--- src/rtl/keypad_pkg.sv ---
// Shared types and helpers for the matrix keypad scanner.
package keypad_pkg;

   typedef enum logic [1:0] {IDLE, CONFIRM, HELD, RELEASE} scan_state_t;

   localparam int unsigned LEGEND_W = 8;

   // ASCII legend of a standard 4x4 keypad, indexed row*4+col.
   function automatic logic [LEGEND_W-1:0] legend4x4(input logic [3:0] code);
      logic [LEGEND_W-1:0] ch;
      case (code)
         4'd0:    ch = "1";
         4'd1:    ch = "2";
         4'd2:    ch = "3";
         4'd3:    ch = "A";
         4'd4:    ch = "4";
         4'd5:    ch = "5";
         4'd6:    ch = "6";
         4'd7:    ch = "B";
         4'd8:    ch = "7";
         4'd9:    ch = "8";
         4'd10:   ch = "9";
         4'd11:   ch = "C";
         4'd12:   ch = "*";
         4'd13:   ch = "0";
         4'd14:   ch = "#";
         default: ch = "D";
      endcase
      return ch;
   endfunction

endpackage

--- src/rtl/keypad_sync.sv ---
// Two-flop synchroniser for active-low inputs; resets to the idle (all ones) level.
module keypad_sync #(
   parameter int unsigned WIDTH = 4
) (
   input  logic             clk,
   input  logic             nrst,
   input  logic [WIDTH-1:0] d,
   output logic [WIDTH-1:0] q
);

   logic [WIDTH-1:0] meta;

   always_ff @(posedge clk or negedge nrst) begin
      if (!nrst) begin
         meta <= '1;
         q    <= '1;
      end else begin
         meta <= d;
         q    <= meta;
      end
   end

endmodule

--- src/rtl/keypad_scanner.sv ---
// Row-strobing keypad scanner with frame-level debounce, ghost rejection and a
// single-entry valid/ready event output.
module keypad_scanner
   import keypad_pkg::*;
#(
   parameter int unsigned ROWS     = 4,
   parameter int unsigned COLS     = 4,
   parameter int unsigned SCAN_DIV = 16,
   parameter int unsigned DEBOUNCE = 4
) (
   input  logic                           clk,
   input  logic                           nrst,
   input  logic [COLS-1:0]                columns,
   output logic [ROWS-1:0]                rows,
   output logic [$clog2(ROWS*COLS)-1:0]   key_code,
   output logic                           key_valid,
   input  logic                           key_ready,
   output logic                           key_held,
   output logic                           overflow
);

   localparam int unsigned KW = $clog2(ROWS*COLS);
   localparam int unsigned RW = $clog2(ROWS);
   localparam int unsigned DW = $clog2(SCAN_DIV);
   localparam int unsigned CW = $clog2(DEBOUNCE + 1);

   logic [COLS-1:0]            col_s;
   logic [RW-1:0]              r, r_nxt;
   logic [DW-1:0]              d, d_nxt;
   logic                       row_done, frame_end;
   logic [ROWS-1:0][COLS-1:0]  bitmap, frame;
   logic [1:0]                 ones;
   logic [KW-1:0]              hit;
   logic                       none, single;
   scan_state_t                state, state_nxt;
   logic [KW-1:0]              cand, cand_nxt, emit_code;
   logic [CW-1:0]              cnt, cnt_nxt;
   logic                       emit;

   keypad_sync #(.WIDTH(COLS)) u_sync (
      .clk  (clk),
      .nrst (nrst),
      .d    (columns),
      .q    (col_s)
   );

   // Dwell and row counters.
   always_comb begin
      row_done = (d == DW'(SCAN_DIV - 1));
      d_nxt    = d + DW'(1);
      r_nxt    = r;
      if (row_done) begin
         d_nxt = '0;
         r_nxt = (r == RW'(ROWS - 1)) ? '0 : r + RW'(1);
      end
      frame_end = row_done && (r == RW'(ROWS - 1));
   end

   always_ff @(posedge clk or negedge nrst) begin
      if (!nrst) begin
         r      <= '0;
         d      <= '0;
         rows   <= '1;
         bitmap <= '0;
      end else begin
         r    <= r_nxt;
         d    <= d_nxt;
         rows <= ~(ROWS'(1) << r_nxt);
         if (row_done) bitmap[r] <= ~col_s;
      end
   end

   // Classify the frame including the row being captured on this edge.
   always_comb begin
      frame    = bitmap;
      frame[r] = ~col_s;
      ones     = 2'd0;
      hit      = '0;
      for (int i = 0; i < ROWS; i++) begin
         for (int j = 0; j < COLS; j++) begin
            if (frame[i][j]) begin
               if (ones != 2'd2) ones = ones + 2'd1;
               hit = KW'(i * COLS + j);
            end
         end
      end
      none   = (ones == 2'd0);
      single = (ones == 2'd1);
   end

   always_ff @(posedge clk or negedge nrst) begin
      if (!nrst) begin
         state <= IDLE;
         cand  <= '0;
         cnt   <= '0;
      end else begin
         state <= state_nxt;
         cand  <= cand_nxt;
         cnt   <= cnt_nxt;
      end
   end

   // Debounce decisions are only taken once per frame.
   always_comb begin
      state_nxt = state;
      cand_nxt  = cand;
      cnt_nxt   = cnt;
      emit      = 1'b0;
      emit_code = cand;
      if (frame_end) begin
         case (state)
            IDLE: begin
               if (single) begin
                  cand_nxt  = hit;
                  emit_code = hit;
                  if (DEBOUNCE == 1) begin
                     state_nxt = HELD;
                     emit      = 1'b1;
                  end else begin
                     state_nxt = CONFIRM;
                     cnt_nxt   = CW'(1);
                  end
               end
            end
            CONFIRM: begin
               if (single && (hit == cand)) begin
                  if (cnt == CW'(DEBOUNCE - 1)) begin
                     state_nxt = HELD;
                     emit      = 1'b1;
                  end else begin
                     cnt_nxt = cnt + CW'(1);
                  end
               end else if (single) begin
                  cand_nxt = hit;
                  cnt_nxt  = CW'(1);
               end else begin
                  state_nxt = IDLE;
               end
            end
            HELD: begin
               if (none) begin
                  if (DEBOUNCE == 1) begin
                     state_nxt = IDLE;
                  end else begin
                     state_nxt = RELEASE;
                     cnt_nxt   = CW'(1);
                  end
               end
            end
            RELEASE: begin
               if (none) begin
                  if (cnt == CW'(DEBOUNCE - 1)) state_nxt = IDLE;
                  else                          cnt_nxt   = cnt + CW'(1);
               end else begin
                  state_nxt = HELD;
               end
            end
            default: state_nxt = IDLE;
         endcase
      end
   end

   // Event register: a concurrent transfer frees the slot for a new emit.
   always_ff @(posedge clk or negedge nrst) begin
      if (!nrst) begin
         key_code  <= '0;
         key_valid <= 1'b0;
         key_held  <= 1'b0;
         overflow  <= 1'b0;
      end else begin
         key_held <= (state_nxt == HELD) || (state_nxt == RELEASE);
         if (emit && (!key_valid || key_ready)) begin
            key_code  <= emit_code;
            key_valid <= 1'b1;
         end else begin
            if (emit)                   overflow  <= 1'b1;
            if (key_valid && key_ready) key_valid <= 1'b0;
         end
      end
   end

endmodule
--- config.mk ---
export PLATFORM = sky130hd
export DESIGN_NAME = keypad_scanner
export DESIGN_NICKNAME = d
export VERILOG_FILES = /design/src/rtl/keypad_pkg.sv /design/src/rtl/keypad_sync.sv /design/src/rtl/keypad_scanner.sv
export SDC_FILE = /design/constraint.sdc
export NUM_CORES = 1
export LEC_CHECK = 0
export CORE_ASPECT_RATIO = 1.2
export CORE_UTILIZATION = 55
export CTS_CLUSTER_SIZE = 40
export DETAILED_ROUTE_END_ITERATION = 12
export DONT_BUFFER_PORTS = 1
export PLACE_DENSITY = 0.73
export SLEW_MARGIN = 15
export SYNTH_ARGS = -nofsm -noshare
export SYNTH_HDL_FRONTEND = slang
export SYNTH_SLANG_ARGS = --single-unit
--- constraint.sdc ---
create_clock -name clk -period 7.6 [get_ports clk]
set_input_delay 0.76 -clock clk [delete_from_list [all_inputs] [get_ports clk]]
set_output_delay 0.76 -clock clk [all_outputs]
set_load 0.01 [all_outputs]
==> results of run 1 <==
[logic make-up (layout without fill, tap and decap cells)]
family                   count (synthesis)  after routing  synth area share (%)
XOR/XNOR                                19             19                  4.51
flip-flops                              50             50                  27.5
buffers and inverters                   45             83                  4.21
multiplexers                            35             35                  7.87
adder cells (fa/ha/maj)                 12             12                  3.26
AO/OA/AOI/OAI                          172            172                  28.6
AND/OR/NAND/NOR                        210            210                  24.1
[sequential cells by signal, indices dropped and copies added, names as in the netlist]
signal and count:
key_held 1, cnt 3, overflow 1, u_sync.meta 4, u_sync.q 4, key_valid 1
rows 4, bitmap 16, key_code 4, cand 4, r 2, d 4
state 2
[cell type report]
class	count	area (um^2)	area share [%]
clock inverters	2	13.8	0.249
inverters	23	86.3	1.56
multi-input cells	448	3520	63.8
flip-flops and latches	50	1270	22.9
clock buffers	6	93.8	1.70
well taps	95	119	2.15
repair buffers	52	418	7.57
[timing repair]
item                       CTS  global route
setup endpoints to repair   15            16
setup buffers                3            12
gates resized for setup     11            66
pin swaps                    3            31
[metal layers]
| metal | track usage (%) | share of wire, % |
|---|---|---|
| met2 | 48.2 | 51 |
| met1 | 35.3 | 43 |
| met5 | 0 | 0 |
| met3 | 2.42 | 4.2 |
| met4 | 8.46 | 2.2 |
[critical path: cells and delay by family (launching register included)]
family / cells / cell delay [ns]
adders and majority gates: 4 / 0.79
AOI/OAI and AO/OA: 10 / 2.30
muxes: 3 / 0.75
buffers and inverters: 5 / 0.62
and+or+nand+nor: 8 / 2.02
DFF: 1 / 0.40
xor gates and xnor gates: 2 / 0.35
[worst max-delay path by stage]
stage                     startpoint     endpoint  slack (ns)  cells past startpoint
after floorplan                 r[0]      cand[1]        0.02                     35
after global placement          r[0]  key_code[3]       -0.04                     29
after detailed placement        r[0]  key_code[3]       -0.28                     31
after CTS                       r[0]       cnt[1]        0.03                     33
after global routing            r[1]  key_code[3]       -0.07                     33
final                           r[1]  key_code[3]        0.31                     32
[placed cells by master (no fill, tap or decap), drive strengths merged, types with 4 or more instances in the layout]
cell type,Yosys,layout
o31a,4,4
o21ai,47,47
xnor2,14,14
nor2b,13,13
dfrtp,38,38
o32a,4,4
nand2b,10,10
mux2,10,10
mux2i,25,25
nor3,25,25
nor4,5,5
a2111oi,6,6
a21boi,4,4
or3,8,8
o211ai,12,12
clkbuf,12,6
inv,23,24
a21o,5,5
a221oi,6,6
a21oi,22,22
nand2,58,58
buf,10,52
a211oi,9,9
a31oi,8,8
nor2,44,44
ha,12,12
nand4,8,8
xor2,5,5
nand3,19,19
dfstp,12,12
[power by group through the flow]
stage / clock, mW / combinational [mW] / sequential [mW]
5_1_grt: 0.190 / 0.584 / 0.278
3_5_place_dp: 0 / 0.424 / 0.282
6_report: 0.175 / 0.541 / 0.277
2_1_floorplan: 0 / 0.323 / 0.281
3_3_place_gp: 0 / 0.416 / 0.282
4_1_cts: 0.179 / 0.437 / 0.277
[metrics by stage]
step	TNS [ns]	instance area [um^2]	total power [mW]	utilization, %
2_1_floorplan	0	4610	0.604	-
3_3_place_gp	-0.231	4900	0.697	60.5
3_5_place_dp	-2.16	4900	0.706	60.5
4_1_cts	0	5090	0.894	62.8
5_1_grt	-0.136	5520	1.05	68.1
6_report	0	5520	0.994	68.1
==> results.md, run 1 <==
- PortBufs: 0
- Largest cells by area after synthesis: dfrtp_1 (21%), dfstp_2 (6.8%), mux2i_1 (5.4%)
- Critical Path End Type: register
- Worst r2r dst: key_code[3]
- Clock-pin slew on the worst setup and hold paths: 0.10 ns
- Prevailing post-synth register cell: dfrtp_1
- Post-synth EDFFs: 0
- Die H: 102 um
- Final Cycle Share: 95.9%
- RePlAce Congestion: 0.890
- VDD IR max: 0.192 mV
- Final setup margin: 0.312 ns
- Cell Int Power: 0.600 mW
- Critical path class: register to register
- Die Area: 8750 um^2
- Max-cap viol count: 0
- Hpwl dp: 8.82 mm
- FP Rows: 36
- Clock network fraction of design power: 17.6%
- Worst path required time: 7.83 ns
- Initial antenna violation count: 0
- DRC viols: 0
- Relative slew margins: 27.7%
- Status: completed
- Part of the power in registers: 27.9%
- Syn_area_per_cell: 8.49 um^2
- # hold bufs at CTS: 0
- CP Launch Type: register
- H-tree depth: 2
- Synth async-reset ratio: 100%
- Largest area contributor in the netlist: dfrtp_1
- Final setup viols: 0
- Least-Margin Pin Slew: 1.08 ns
- Fin nets: 599
- Vias: 4432
- Clock Latency Late Sink: 0.30 ns
- Slowest stage delay, CP: 0.48 ns
- # fillers: 633
- Area share of the largest cell type after synthesis: 20.6%
- Sw power: 0.394 mW
- DIE WIDTH: 85.6 um
- Layout cells sized above 1: 29.9%
- Seq/Total Area, Yosys: 27.5%
- Switching Fraction: 39.7%
- Top post-synthesis cells by count: nand2_1 (58), nor2_1 (43), o21ai_0 (40)
- Synthesized instance count: 543
- Routed Antenna Nets: 0
- Hold Slack: 0.142 ns
- Number of global-route vias before repair: 4142
- Post-Syn Nets: 562
- CTS Buf Count: 5
- Worst R2R Start: r[1]
- Num ports: 18
- R2R setup slack: 0.31 ns
- TritonRoute pass-1 iters: 5
- Static Leak: 2.19 nW
- Most frequent CP cell: ha_4
- Post-Layout Cell Count: 676
- CTS tree: built
- Worst EP arrival: 7.52 ns
- Top-count cell post-synth: nand2_1
- Drt via density: 6.56
- Worst reg2reg path depth: 32
- DRT iter0 DRCs: 233
- Min cycle time layout: 7.29 ns
- Worst Hold Class: primary input to async pin
- Per-cell routed wire length: 17.8 um
- Root Driver: clkbuf_8
- Worst-path maximum fanout: 7
- CP max stage cell: or4_4
- Pins over their slew limit: 0
- Syn-to-layout area delta: 19.7%
- Yosys cell types: 92
- Clock sinks: 50
- Syn. warnings: 0
- Total GRT Usage: 27.2%
- Initial Utilization: 56.9%
- Core box area: 8110 um^2
- Global-route wire length before repair: 19.3 mm
- Final wirelength: 12.0 mm
- Clk_skew: 0.0138 ns
- Synthesized area: 4610 um^2
- Fmax: 137 MHz
- GRT Residual Overflow: 0
- Largest net degree at the start of global routing: 51
- Placement Setup Slack: -0.278 ns
- Pwr/cell area: 180 nW/um^2
- Logic gate share of total power: 54.5%
- Hold Fails Final Rpt: 0
- # placed instances: 653
- Synthesis-stage register bit count: 50
- Clock Path Buffers: 2
- Ant. Diodes: 0
Note: power is estimated with default switching activity, not from simulation.
==> inputs of run 2 (changes only) <==
--- a/config.mk
+++ b/config.mk
@@ -5,12 +5,12 @@
 export SDC_FILE = /design/constraint.sdc
 export NUM_CORES = 1
 export LEC_CHECK = 0
+export BUFFER_PORTS_ARGS = -buffer_cell sky130_fd_sc_hd__buf_2
 export CORE_ASPECT_RATIO = 1.2
 export CORE_UTILIZATION = 55
 export CTS_CLUSTER_SIZE = 40
 export DETAILED_ROUTE_END_ITERATION = 12
-export DONT_BUFFER_PORTS = 1
-export PLACE_DENSITY = 0.73
+export PLACE_DENSITY = 0.75
 export SLEW_MARGIN = 15
 export SYNTH_ARGS = -nofsm -noshare
 export SYNTH_HDL_FRONTEND = slang
==> constraint.sdc (replaced) <==
create_clock -name clk -period 7.6 [get_ports clk]
set_input_delay 0.76 -clock clk [delete_from_list [all_inputs] [get_ports clk]]
set_output_delay 0.76 -clock clk [all_outputs]
set_load 0.05 [all_outputs]
==> results.md, run 2 (synthesis results as in run 1) <==
- Most frequent CP cell: buf_4
- Final setup viols: 0 (unchanged)
- Initial Utilization: 56.9% (unchanged)
- Largest net degree at the start of global routing: 51 (unchanged)
- Met3 Use GR: 2.42% (unchanged)
- Vias: 4445 (+0.29%)
- CTS tree: built
- Hold Fails Final Rpt: 0 (unchanged)
- Initial antenna violation count: 0 (unchanged)
- Clock Path Buffers: 2 (unchanged)
- Clock Latency Late Sink: 0.31 ns (about the same)
- Status: completed
- Pwr/cell area: 181 nW/um^2 (+0.59%)
- Worst Hold Class: register to register
- Static Leak: 2.22 nW (+1.3%)
- Clock-pin slew on the worst setup and hold paths: 0.09 ns (about the same)
- Final wirelength: 12.3 mm (+1.8%)
- Fin nets: 616 (+2.8%)
- Number of global-route vias before repair: 4225 (+2.0%)
- Max-cap viol count: 0 (unchanged)
- GRT Residual Overflow: 0 (unchanged)
- DRT iter0 DRCs: 228 (-2.1%)
- Worst EP arrival: 7.65 ns (+0.13 ns)
- CP Launch Type: register
- Least-Margin Pin Slew: 1.12 ns (+0.0373 ns)
- Worst path bufs/invs: 7 (+2)
- Clk_skew: 0.00527 ns (-0.00855 ns)
- PortBufs: 17 (+17)
- Root Driver: clkbuf_8
- Final Cycle Share: 98.0% (+2.1 points)
- Fin area: 5480 um^2 (-0.63%)
- Relative slew margins: 25.2% (-2.5 points)
- VDD IR max: 0.171 mV (-11%)
- Fmax: 134 MHz (-2.2%)
- Core box area: 8110 um^2 (unchanged)
- Fin Setup TNS: 0 ns (unchanged)
- Worst path required time: 7.80 ns (-0.03 ns)
- Commonest non-fill, non-tap cell in the layout: nand2_1
- Layout cells sized above 1: 29.4% (-0.52 points)
- Die Area: 8750 um^2 (unchanged)
- CP max stage cell: dfrtp_1
- DIE WIDTH: 85.6 um (unchanged)
- Critical path class: register to register
- Worst-path maximum fanout: 6 (-1)
- Die H: 102 um (unchanged)
- Pins over their slew limit: 0 (unchanged)
- CTS Buf Count: 5 (unchanged)
- H-tree depth: 2 (unchanged)
- RePlAce Congestion: 0.895 (+0.49%)
- TritonRoute pass-1 iters: 5 (unchanged)
- Total GRT Usage: 27.7% (+0.50 points)
- GRT busiest layer: met2
- GR Util met1: 34.5% (-0.82 points)
- Drt via density: 6.41 (-2.2%)
- FP Rows: 36 (unchanged)
- Post-Layout Cell Count: 693 (+2.5%)
- Ant. Diodes: 0 (unchanged)
- GR met2 Demand/Resource: 48.4% (+0.18 points)
- Hpwl dp: 8.82 mm (about the same)
- Slowest stage delay, CP: 0.40 ns (-0.08 ns)
- Crit-path leading delay family: compound AO/OA/AOI/OAI gates
- DRC viols: 0 (unchanged)
- # placed instances: 674 (+3.2%)
- Routed Antenna Nets: 0 (unchanged)
- Num ports: 18 (unchanged)
- Clock sinks: 50 (unchanged)
- Placed instance area: 5020 um^2 (+2.3%)
- Most frequent cells in the layout: nand2_1 (58), buf_4 (50), nor2_1 (42), o21ai_0 (38), dfrtp_1 (38)
- Global-route wire length before repair: 19.4 mm (+0.47%)
- Per-cell routed wire length: 17.7 um (-0.69%)
- Critical Path End Type: register
- Reg with most FFs: bitmap
- Syn-to-layout area delta: 19.0%
- Min cycle time layout: 7.45 ns (+0.162 ns)
- Max FFs per register: 16 (unchanged)
## run 2: cell count changes in the layout (fill, tap and decap cells not counted), moves of 3 or more
cell    delta
buf_2     +17
buf_4      +3
buf_6      -3
nor3_1     +3
nor3_2     -3
## run 2: layout make-up
cell class | instances | area, um^2
tap | 95 | 119
timing repair buffer | 69 | 492
clock buffer | 7 | 97.6
inverter | 23 | 86.3
fill | 667 | 2620
multi-input combinational | 448 | 3420
clock inverter | 1 | 6.26
sequential | 50 | 1270
## run 2: path summary, 6_finish.rpt
kind	end	cells after the start	slack, ns	startpoint
worst max-delay path	cand[1]	34	0.15	r[0]
worst min-delay path	u_sync.q[3]	0	0.36	u_sync.meta[3]
worst max register to register	cand[1]	34	0.15	r[0]
worst min register to register	u_sync.q[3]	0	0.36	u_sync.meta[3]
max in group asynchronous	bitmap[2]	2	6.62	nrst
min in group asynchronous	state[1]	2	0.54	nrst
## run 2: worst reg2reg max path: cells and delay by family, from the launching register on
| family | cells | cell delay [ns] |
|---|---|---|
| flops | 1 | 0.40 |
| mux | 4 | 1.19 |
| compound gates | 12 | 2.41 |
| buf+inv | 7 | 0.96 |
| xor+xnor | 2 | 0.26 |
| fa+ha+maj | 4 | 0.95 |
| simple gates | 5 | 1.17 |
## run 2: layer usage
metal  part of all wire (%)  vias up
met3                    3.3       44
met4                    3.1        0
met5                      0        -
met2                     50      141
met1                     44     2112
li1                       -     2148
## run 2: stage by stage
stage | setup WS, ns | power, mW | util [%] | hold slack (ns)
6_report | 0.150 | 0.993 | 67.6 | 0.359
5_1_grt | -0.132 | 1.05 | 67.6 | 0.361
4_1_cts | 0.0543 | 0.909 | 64.2 | 0.360
3_5_place_dp | -0.195 | 0.723 | 61.9 | 0.347
3_3_place_gp | -0.0463 | 0.718 | 61.9 | 0.345
2_1_floorplan | 0.0216 | 0.604 | - | 0.345
## run 2: report_power, final
group          switching [mW]  internal (mW)
sequential            0.00396          0.273
clock                  0.0888         0.0853
combinational           0.301          0.241
total                   0.394          0.599
## run 2: timing repair
action	4_1_cts	5_1_grt
setup endpoints to repair	14	16
pin swaps	2	20
hold buffers	0	0
resized for setup	14	42
buffers inserted	0	11
